==> src/rtl/riscv_jtag_dtm_0p11.sv <==
// Purpose: RISC-V debug 0.11 JTAG DTM: TAP controller, IR, IDCODE/DTMCONTROL/DBUS/BYPASS DRs, DMI bridge.
// Latency: dtm_req_valid rises one TCK after Update-DR; tdo/tdo_oe update on the falling TCK edge.
// Backpressure: request held stable until dtm_req_ready; a DBUS update while busy is dropped and sets sticky dbusstat=3.
// Ports: clk/rst_n (TCK, async active-low TRST_n/POR); tms/tdi/tdo/tdo_oe (JTAG pins);
//        dtm_req_* 41-bit {addr,data,op} request out; dtm_resp_* 36-bit {data,resp} response in.
// Option: define RISCV_DTM_IDCODE_EN to include the IDCODE register; without it the IR resets to BYPASS (0x1F).
module riscv_jtag_dtm_0p11 #(
    parameter logic [31:0] IDCODE      = 32'h1000_0A6D,
    parameter logic [2:0]  IDLE_CYCLES = 3'd5
) (
    input  logic        clk,
    input  logic        rst_n,
    input  logic        tms,
    input  logic        tdi,
    output logic        tdo,
    output logic        tdo_oe,
    output logic        dtm_req_valid,
    input  logic        dtm_req_ready,
    output logic [40:0] dtm_req_bits,
    input  logic        dtm_resp_valid,
    output logic        dtm_resp_ready,
    input  logic [35:0] dtm_resp_bits
);
    typedef enum logic [3:0] {
        TLR, RTI, SEL_DR, CAP_DR, SH_DR, EX1_DR, PAU_DR, EX2_DR, UPD_DR,
        SEL_IR, CAP_IR, SH_IR, EX1_IR, PAU_IR, EX2_IR, UPD_IR
    } tap_e;

    typedef enum logic [1:0] {SEL_BYPASS, SEL_IDCODE, SEL_DTMCS, SEL_DBUS} dr_sel_e;

    localparam logic [4:0] IR_DTMCS = 5'h10;
    localparam logic [4:0] IR_DBUS  = 5'h11;
`ifdef RISCV_DTM_IDCODE_EN
    localparam logic [4:0] IR_IDCODE = 5'h01;
    localparam logic [4:0] IR_RESET  = IR_IDCODE;
`else
    localparam logic [4:0] IR_RESET  = 5'h1F;
`endif

    tap_e        tap_q;
    logic [4:0]  ir_q, ir_sr_q;
    logic [40:0] dr_q;
    logic        tdo_q, tdo_oe_q;
    logic        req_vld_q, busy_q;
    logic [40:0] req_bits_q;
    logic [1:0]  dbusstat_q, last_resp_q;
    logic [4:0]  last_addr_q;
    logic [33:0] last_data_q;

    dr_sel_e     dr_sel;
    logic [1:0]  dbus_status;
    logic [31:0] dtmcs_rd;
    logic        req_hs, resp_hs, busy_eff, dbus_upd, dtmcs_upd;

    always_comb begin
        dr_sel = SEL_BYPASS;
        case (ir_q)
`ifdef RISCV_DTM_IDCODE_EN
            IR_IDCODE: dr_sel = SEL_IDCODE;
`endif
            IR_DTMCS:  dr_sel = SEL_DTMCS;
            IR_DBUS:   dr_sel = SEL_DBUS;
            default:   dr_sel = SEL_BYPASS;
        endcase
    end

    // Busy dominates, then the sticky error, then the last DM response code.
    assign dbus_status = busy_q ? 2'd3 : ((dbusstat_q != 2'd0) ? dbusstat_q : last_resp_q);
    assign dtmcs_rd    = {15'b0, 1'b0, 3'b0, IDLE_CYCLES, dbusstat_q, 4'd5, 4'd0};

    assign req_hs    = req_vld_q & dtm_req_ready;
    assign dtm_resp_ready = busy_q & ~req_vld_q;
    assign resp_hs   = dtm_resp_ready & dtm_resp_valid;
    // A response landing on the same edge as a DBUS update retires first.
    assign busy_eff  = busy_q & ~resp_hs;
    assign dbus_upd  = (tap_q == UPD_DR) && (dr_sel == SEL_DBUS);
    assign dtmcs_upd = (tap_q == UPD_DR) && (dr_sel == SEL_DTMCS);

    // TAP state, instruction register and data shift register.
    always_ff @(posedge clk or negedge rst_n) begin
        if (!rst_n) begin
            tap_q   <= TLR;
            ir_q    <= IR_RESET;
            ir_sr_q <= '0;
            dr_q    <= '0;
        end else begin
            case (tap_q)
                TLR:    tap_q <= tms ? TLR    : RTI;
                RTI:    tap_q <= tms ? SEL_DR : RTI;
                SEL_DR: tap_q <= tms ? SEL_IR : CAP_DR;
                CAP_DR: tap_q <= tms ? EX1_DR : SH_DR;
                SH_DR:  tap_q <= tms ? EX1_DR : SH_DR;
                EX1_DR: tap_q <= tms ? UPD_DR : PAU_DR;
                PAU_DR: tap_q <= tms ? EX2_DR : PAU_DR;
                EX2_DR: tap_q <= tms ? UPD_DR : SH_DR;
                UPD_DR: tap_q <= tms ? SEL_DR : RTI;
                SEL_IR: tap_q <= tms ? TLR    : CAP_IR;
                CAP_IR: tap_q <= tms ? EX1_IR : SH_IR;
                SH_IR:  tap_q <= tms ? EX1_IR : SH_IR;
                EX1_IR: tap_q <= tms ? UPD_IR : PAU_IR;
                PAU_IR: tap_q <= tms ? EX2_IR : PAU_IR;
                EX2_IR: tap_q <= tms ? UPD_IR : SH_IR;
                UPD_IR: tap_q <= tms ? SEL_DR : RTI;
                default: tap_q <= TLR;
            endcase

            case (tap_q)
                TLR:    ir_q    <= IR_RESET;
                CAP_IR: ir_sr_q <= 5'b00001;
                SH_IR:  ir_sr_q <= {tdi, ir_sr_q[4:1]};
                UPD_IR: ir_q    <= ir_sr_q;
                CAP_DR: begin
                    case (dr_sel)
                        SEL_IDCODE: dr_q <= {9'b0, IDCODE};
                        SEL_DTMCS:  dr_q <= {9'b0, dtmcs_rd};
                        SEL_DBUS:   dr_q <= {last_addr_q, last_data_q, dbus_status};
                        default:    dr_q[0] <= 1'b0;
                    endcase
                end
                // tdi enters at the MSB of the selected register length.
                SH_DR: begin
                    case (dr_sel)
                        SEL_BYPASS: dr_q[0]    <= tdi;
                        SEL_DBUS:   dr_q       <= {tdi, dr_q[40:1]};
                        default:    dr_q[31:0] <= {tdi, dr_q[31:1]};
                    endcase
                end
                default: ;
            endcase
        end
    end

    // tdo presents the current LSB half a cycle after each shift edge.
    always_ff @(negedge clk or negedge rst_n) begin
        if (!rst_n) begin
            tdo_q    <= 1'b0;
            tdo_oe_q <= 1'b0;
        end else begin
            tdo_oe_q <= (tap_q == SH_IR) || (tap_q == SH_DR);
            if (tap_q == SH_IR)      tdo_q <= ir_sr_q[0];
            else if (tap_q == SH_DR) tdo_q <= dr_q[0];
            else                     tdo_q <= 1'b0;
        end
    end

    // DMI request/response bookkeeping; unaffected by Test-Logic-Reset.
    always_ff @(posedge clk or negedge rst_n) begin
        if (!rst_n) begin
            req_vld_q   <= 1'b0;
            req_bits_q  <= '0;
            busy_q      <= 1'b0;
            dbusstat_q  <= 2'd0;
            last_resp_q <= 2'd0;
            last_addr_q <= '0;
            last_data_q <= '0;
        end else begin
            if (req_hs) req_vld_q <= 1'b0;
            if (resp_hs) begin
                last_data_q <= dtm_resp_bits[35:2];
                last_resp_q <= dtm_resp_bits[1:0];
                last_addr_q <= req_bits_q[40:36];
                busy_q      <= 1'b0;
            end
            if (dbus_upd) begin
                if (busy_eff) begin
                    dbusstat_q <= 2'd3;
                end else if ((dbusstat_q == 2'd0) && ((dr_q[1:0] == 2'd1) || (dr_q[1:0] == 2'd2))) begin
                    req_vld_q  <= 1'b1;
                    req_bits_q <= dr_q;
                    busy_q     <= 1'b1;
                end
            end
            if (dtmcs_upd && dr_q[16]) dbusstat_q <= 2'd0;
        end
    end

    assign tdo           = tdo_q;
    assign tdo_oe        = tdo_oe_q;
    assign dtm_req_valid = req_vld_q;
    assign dtm_req_bits  = req_bits_q;
endmodule

==> config.mk <==
export PLATFORM = sky130hd
export DESIGN_NAME = riscv_jtag_dtm_0p11
export DESIGN_NICKNAME = d
export VERILOG_FILES = /design/src/rtl/riscv_jtag_dtm_0p11.sv
export SDC_FILE = /design/constraint.sdc
export NUM_CORES = 1
export LEC_CHECK = 0
export CAP_MARGIN = 0
export CORE_ASPECT_RATIO = 1.1
export CORE_MARGIN = 3
export CORE_UTILIZATION = 58
export DETAILED_ROUTE_END_ITERATION = 16
export MAX_ROUTING_LAYER = met4
export PLACE_DENSITY_LB_ADDON = 0.2
export SLEW_MARGIN = 40
export SYNTH_ARGS = -nofsm -noshare
export SYNTH_HDL_FRONTEND = slang
export SYNTH_SLANG_ARGS = --single-unit
export TNS_END_PERCENT = 30
==> constraint.sdc <==
create_clock -name clk -period 6.4 [get_ports clk]
set_input_delay 1.6 -clock clk [delete_from_list [all_inputs] [get_ports clk]]
set_output_delay 1.6 -clock clk [all_outputs]
set_load 0.05 [all_outputs]
Word level (Yosys, flattened, before mapping)
Index checks and enable logic that the tools add are counted. Widths: inputs -> output; s select.

Bits of input ports: 42. Word-level logic and storage cells: 106. Output and inout bits: 45. Flip-flop bits (word level): 143.

Multiplexer cells: 37. Eq/ne operators: 25. Bitwise gates (word level): 7. Reductions and logical operators: 22.

Operators by type and width (count): $pmux 40 s3 (1); $pmux 41 s2 (1); $pmux 31 s2 (1); $pmux 4 s12 (1); $eq 4x4->1 const B (8); $pmux 5 s2 (2); $eq 4x3->1 const B (4); $mux 2 (8); $mux 4 (4); $mux 1 (14); $reduce_bool 2->1 (6); $eq 5x5->1 const B (2); $mux 9 (1); $reduce_and 3->1 (3); $eq 4x2->1 const B (2); $eq 2x2->1 const B (3); $mux 3 (2); $and 1x1->1 (4); $eq 2x1->1 const B (2); $eq 4x1->1 const B (1); $logic_and 1x1->1 (4); $logic_not 2->1 (2); $logic_not 4->1 (1); $ne 2x2->1 const B (2); 8 further kinds (12).

Depth between registers and ports, before layout
Word-level depth: 8. Depth in mapped cells: 8. Gate-level depth less buffers: 4.

==> run summary <==
Clock-pin slew was measured on the worst setup and hold paths at 60 ps. The hold violation total from the final report is 0, and the clock latency at the later pin of the worst-skew pair is 530 ps. The logs give 12.7 mm for the aggregate routed wire length and 0 ps for the accumulated negative setup slack.

The slowest cell on the critical path was sky130_fd_sc_hd__dfrtn_1. Power comes to 0.00221 W. Pin placement for this block handled 87 I/O pins.

The run finished with clean final reports. Yosys mapped a number of flops with a built-in enable equal to 0. The overall routing resource usage was 24.1%; the headroom to the max-slew limit was 52.0%. Counting the fill cells in the layout gives 661. The final antenna-violating net count came out at 0. The number of library cell types mapped by synthesis is 47, and the warning count from the yosys run is 0. The run gives 0 as the number of setup buffers added after CTS. The pre-antenna-repair detailed-routing pass consisted of 5 iterations. The congestion estimate from routability-driven global placement came to 0.781.

The biggest cell delay along the critical path is 380 ps. The tightest min-delay check is of the flip-flop to flip-flop type. The max capacitance violation total was 0. The finished layout holds 696 standard cells, fillers aside. After detailed placement, the design holds a cell count of 667. The floorplan row count was 38.

The number of port buffers is 86. Summing the sequential cell areas from Yosys gives 59.2% of the chip area. The analysis attributes to cell leakage a power of 3.51 nW. The fraction of registers with async set or reset after synthesis was 100%; the number of hold buffers added after CTS was 0. The repair_antennas step left the layout with diodes totalling 0. Dividing the detail-routed via count by the number of cells gives 5.92. The die covers 11,600 um2. The number of DRC violations after detailed-routing iteration 0 was 157; the power density relative to cell area was 297 nW/um2. Counting every net in the synthesized netlist gives 531.

On the final layout, the worst clock skew is 75.4 ps. Once placement finished, the instance area stood at 6940 um2. Summing every instance area after synthesis gives 6020 um2.

The total setup violations reported at the end of the flow is 0, and the synthesized instance count is 489. The width of the chip was 103 um; the area added between synthesis and finish was 23.5%. The worst setup path is captured at an output port.

Kind of cell with the highest combined delay on the critical path: flip-flops. In the final layout, the share of cells above drive strength 1 is 21.4%. The global-route wire length before repair was 20.9 mm; the maximum vdd ir drop was 0.000213 V. In this run, synthesis produced a sequential element count of 142. The number of clock buffers added by TritonCTS is 17. Count of nets after finishing: 608. The tools report the starting utilization of the core area as 60.3%.

At the pin with the least slew margin, the transition time is 721 ps. The average wire length per cell after detail routing came out at 18.3 um. Worst slack on hold paths: 491 ps. The number of slew-limit violations in the final report was 0; the worst-path maximum fanout was 1. For the number of antenna violations at the first check in global routing, the log shows 0. For this run the aggregate overflow at the end of global routing stands at 0. The buffer levels on the longest clock path came out at 2. After routing the design area is 7430 um2. For this run, the leading register cell type out of synthesis is sky130_fd_sc_hd__dfrtp_1.

The number of global-route vias before repair came out at 4,280. Dividing the synthesized area by the synthesized cell count gives 12.3 um2. Traced cell by cell, the critical path runs through buf_4. TritonCTS built the clock tree.

The pin count of the biggest net entering global routing was 75. At the worst endpoint, the required time is 4800 ps. The run gives 4 as the depth of the CTS H-tree. Detailed placement finished with a half-perimeter wire length of 8.06 mm. Element type at the critical path start: a flip-flop.

Class of the most critical setup path: flip-flop to output port. The area inside the core boundary came out at 9980 um2. At the worst endpoint, the arrival time is 4220 ps.

The clock tree root buffer cell is sky130_fd_sc_hd__clkbuf_8. The number of sinks on the clock net is 142. The count of cells resized by post-cts repair is 0, and the die outline height is 113 um. The routed layout has 4,119 vias. For this run, design rule violations remaining after detail routing come to 0. Setup repair after global routing left no endpoint under its margin. The total buffers and inverters traversed by the critical path works out to 1.
[power breakdown]
part | total, W | internal, W | switching, W
Combinational | 0.000311 | 0.000134 | 0.000177
Clock | 0.000820 | 0.000489 | 0.000331
Sequential | 0.00108 | 0.000958 | 0.000119
[cell usage after synthesis, types with 2 or more instances]
library cell	number	share of area [%]
sky130_fd_sc_hd__a2bb2oi_1	2	0.29
sky130_fd_sc_hd__a21oi_1	14	1.2
sky130_fd_sc_hd__a22oi_1	22	2.7
sky130_fd_sc_hd__nor3b_1	2	0.25
sky130_fd_sc_hd__nand2b_1	4	0.42
sky130_fd_sc_hd__nand2_1	54	3.4
sky130_fd_sc_hd__dfrtn_1	2	0.83
sky130_fd_sc_hd__buf_6	3	0.56
sky130_fd_sc_hd__inv_1	2	0.12
sky130_fd_sc_hd__mux2i_1	2	0.33
sky130_fd_sc_hd__nor2b_1	6	0.62
sky130_fd_sc_hd__a22o_1	10	1.5
sky130_fd_sc_hd__dfstp_2	5	2.2
sky130_fd_sc_hd__nor4b_1	2	0.29
sky130_fd_sc_hd__and3_1	7	0.73
sky130_fd_sc_hd__nand3_1	4	0.33
sky130_fd_sc_hd__nor3_1	4	0.33
sky130_fd_sc_hd__dfrtp_1	135	56
sky130_fd_sc_hd__mux2_2	78	15
sky130_fd_sc_hd__clkbuf_1	16	1.0
sky130_fd_sc_hd__xor2_1	2	0.29
sky130_fd_sc_hd__o21ai_0	51	4.2
sky130_fd_sc_hd__nand3b_1	4	0.50
sky130_fd_sc_hd__mux2_1	13	2.4
sky130_fd_sc_hd__nor2_1	11	0.69
sky130_fd_sc_hd__buf_1	8	0.50
sky130_fd_sc_hd__buf_2	6	0.50
[stage by stage]
step / utilization, % / worst slack, ps
3_3_place_gp: 69.4 / 1040
2_1_floorplan: - / 949
4_1_cts: 74.3 / 552
3_5_place_dp: 69.5 / 1040
6_report: 74.4 / 578
5_1_grt: 74.4 / 525
[registers in the layout, summed over array words and instances, names as in the netlist]
signal         cells
dtm_req_valid      1
dr_q              41
tdo_oe             1
dtm_req_bits      41
last_resp_q        2
last_addr_q        5
ir_q               5
busy_q             1
dbusstat_q         1
tdo                1
ir_sr_q            5
last_data_q       34
tap_q              4
[cells by family (layout without fill, tap and decap cells)]
family	count (synthesis)	count (layout)	share of synthesized area [%]
xor+xnor	2	2	0.291
simple gates	105	105	8.92
mux	93	93	17.4
buf+inv	36	123	2.77
compound gates	111	111	11.5
flops	142	142	59.2
[final timing paths]
path                            startpoint               to  slack, ps  cells after the start
hold / removal             dtm_req_bits[6]  dtm_req_bits[6]        490                      1
setup reg to reg                  tap_q[0]           tdo_oe       1360                      2
max in group asynchronous            rst_n              tdo       2180                      1
hold reg to reg            dtm_req_bits[6]  dtm_req_bits[6]        490                      1
min in group asynchronous            rst_n         tap_q[1]        880                      1
setup / recovery                       tdo              tdo        580                      1
[routing by layer]
layer	global-route usage, %	up-vias	wire (um)
met1	30.5	2084	5550
met2	37.7	111	6400
met3	6.17	18	610
met5	-	-	0
li1	-	1906	-
met4	8.98	0	172
[cell usage in the layout (no fill, tap or decap), drive strengths merged, types with 4 or more instances in the layout]
cell type	instances
dfrtp	135
mux2	91
clkdlybuf4s50	83
nand2	54
o21ai	52
clkbuf	27
a22oi	22
a21oi	14
nor2	11
a22o	10
buf	9
and3	7
nor2b	6
dfstp	5
nor3	5
nand3	4
nand2b	4
nand3b	4
[area by class of cell]
| class | count | area, um2 | area share (%) |
|---|---|---|---|
| flip-flops and latches | 142 | 3560 | 47.9 |
| clock inverters | 2 | 10.0 | 0.135 |
| well taps | 120 | 150 | 2.02 |
| clock buffers | 27 | 472 | 6.35 |
| multi-input cells | 311 | 2320 | 31.3 |
| repair buffers | 92 | 906 | 12.2 |
| inverters | 2 | 7.51 | 0.101 |
(Power assumes the default switching activity.)
==> patch, RTL diff (config.mk and constraints unchanged) <==
Make the reset (`rst_n`) synchronous in 3 clocked blocks. Comments in the files are not updated.
--- a/src/rtl/riscv_jtag_dtm_0p11.sv
+++ b/src/rtl/riscv_jtag_dtm_0p11.sv
@@ -78,5 +78,5 @@
 
     // TAP state, instruction register and data shift register.
-    always_ff @(posedge clk or negedge rst_n) begin
+    always_ff @(posedge clk) begin
         if (!rst_n) begin
             tap_q   <= TLR;
@@ -132,5 +132,5 @@
 
     // tdo presents the current LSB half a cycle after each shift edge.
-    always_ff @(negedge clk or negedge rst_n) begin
+    always_ff @(negedge clk) begin
         if (!rst_n) begin
             tdo_q    <= 1'b0;
@@ -145,5 +145,5 @@
 
     // DMI request/response bookkeeping; unaffected by Test-Logic-Reset.
-    always_ff @(posedge clk or negedge rst_n) begin
+    always_ff @(posedge clk) begin
         if (!rst_n) begin
             req_vld_q   <= 1'b0;
Check against the original RTL: not checked (the comparison handles one clock edge and no latches or derived clocks); the edit may change what the design does.
==> patch against the original RTL <==
  * Design area grew 0.89%
  * Area after synthesis grew 1.2%
  * Sequential cell count is the same
  * Via count grew 31%
  * Setup slack lost 0.28 ns
  * Critical path type unchanged
  * Highest routed layer unchanged
  * Largest cell class is now multi-input gates
  * Wire length grew 17%
Power is not compared: it rests on default switching activity, and its combinational part moved more than twofold at a synthesized area within 25%.
==> patch: results (changes against the original RTL) <==
Global routing:
- The overall track demand over capacity in global routing is 0.266 (was 0.241).
- The maximum number of pins on one net before global-route repair is 128 (was 75).
- The met1 routing resource usage after global routing is 0.329 (was 0.305).
- The wire length of the first global-routing pass was 25100 µm (was 20900 µm).

Run status:
- Status: finished, final reports clean (unchanged).

Setup path:
- The register-to-register setup slack is 1.40 ns (was 1.36 ns).
- The stage delay of the slowest cell on the critical path is 0.52 ns (was 0.38 ns).
- The reg-to-reg endpoint was tdo (was tdo_oe).
- The cell with the biggest individual delay on the critical path is sky130_fd_sc_hd__dlygate4sd2_1 (was sky130_fd_sc_hd__dfrtn_1).
- The critical path launch point is tdo_oe (was tdo).
- The cell type group with the largest total delay on the critical path is buffers and inverters (was flip-flops).
- The capturing instance or port of the critical path is tdo_oe (was tdo).
- The critical path arrival is 4.50 ns (was 4.22 ns).
- The launching point of the worst reg2reg path is tap_q[2] (was tap_q[0]).
- The worst reg-to-reg path cell count is 4 (was 2).

Hold path:
- The startpoint of the most critical hold path was last_data_q[28] (was dtm_req_bits[6]).
- The worst hold path depth is 2 (was 1).

STA:
- The worst clock skew on the final layout is 0.0286 ns (was 0.0754 ns).
- The setup slack of the critical path after layout is 0.296 ns (was 0.578 ns).
- The worst-margin pin slew is 0.839 ns (was 0.721 ns).
- The minimum hold slack is 0.455 ns (was 0.491 ns).

Logic synthesis:
- The number of distinct library cells after synthesis is 48 (was 47).
- The proportion of synthesized area in mux cells is 0.00698 (was 0.174).
- Dominant cells by area after synthesis: sky130_fd_sc_hd__dfxtp_1 47%, sky130_fd_sc_hd__nand2_1 8.2%, sky130_fd_sc_hd__nand3_1 7.7% (was sky130_fd_sc_hd__dfrtp_1 56%, sky130_fd_sc_hd__mux2_2 15%, sky130_fd_sc_hd__o21ai_0 4.2%).
- The xor-xnor portion of the synthesized cell area came to 0.00288 (was 0.00291).
- The fraction of the yosys area taken by sequential cells came to 0.467 (was 0.592).
- The post-synthesis async set-or-reset flop share was 0 (was 1.00).
- The synthesized netlist net count is 759 (was 531).

Drt:
- The aggregate routed wire length was 14800 µm (was 12700 µm).
- The vias after detailed routing is 5381 (was 4119).
- The number of DRC markers after the initial detailed-route iteration is 315 (was 157).

Placement:
- The total cell area at the placement stage is 6890 µm² (was 6940 µm²).
- The worst setup slack after placement came to 0.525 ns (was 1.04 ns).
- The total instance count after detailed placement is 881 (was 667).
- The routability-driven placement congestion ratio is 0.845 (was 0.781).

Final layout:
- The fraction of layout instances using a drive strength above 1 was 0.0634 (was 0.214).
- The net count of the finished layout was 804 (was 608).
- The number of fill cells came to 769 (was 661).
patch: routing by layer:
metal	part of all wire	up-vias
li1	-	2621
met1	0.44	2555
met2	0.49	184
met3	0.055	21
met4	0.014	0
met5	0	-
patch: logic make-up (layout without fill, tap and decap cells):
group           Yosys count  count (layout)
simple gates            268             268
xor+xnor                  2               2
flops                   142             142
mux                       4               4
buf+inv                  74             130
compound gates          227             227
patch: timing repair:
action / in CTS / in global routing
setup endpoints to repair: 1 / 1
gates resized for setup: 1 / 1
pin swaps: 0 / 0
hold buffers: 0 / 0
patch: cell type report:
| class | count | area [µm²] | area share |
|---|---|---|---|
| Clock inverter | 8 | 115 | 0.0154 |
| Inverter | 1 | 3.75 | 0.000501 |
| Multi-Input combinational cell | 501 | 2930 | 0.391 |
| Timing Repair Buffer | 97 | 946 | 0.126 |
| Clock buffer | 24 | 480 | 0.0641 |
| Sequential cell | 142 | 2840 | 0.379 |
| Tap cell | 140 | 175 | 0.0234 |
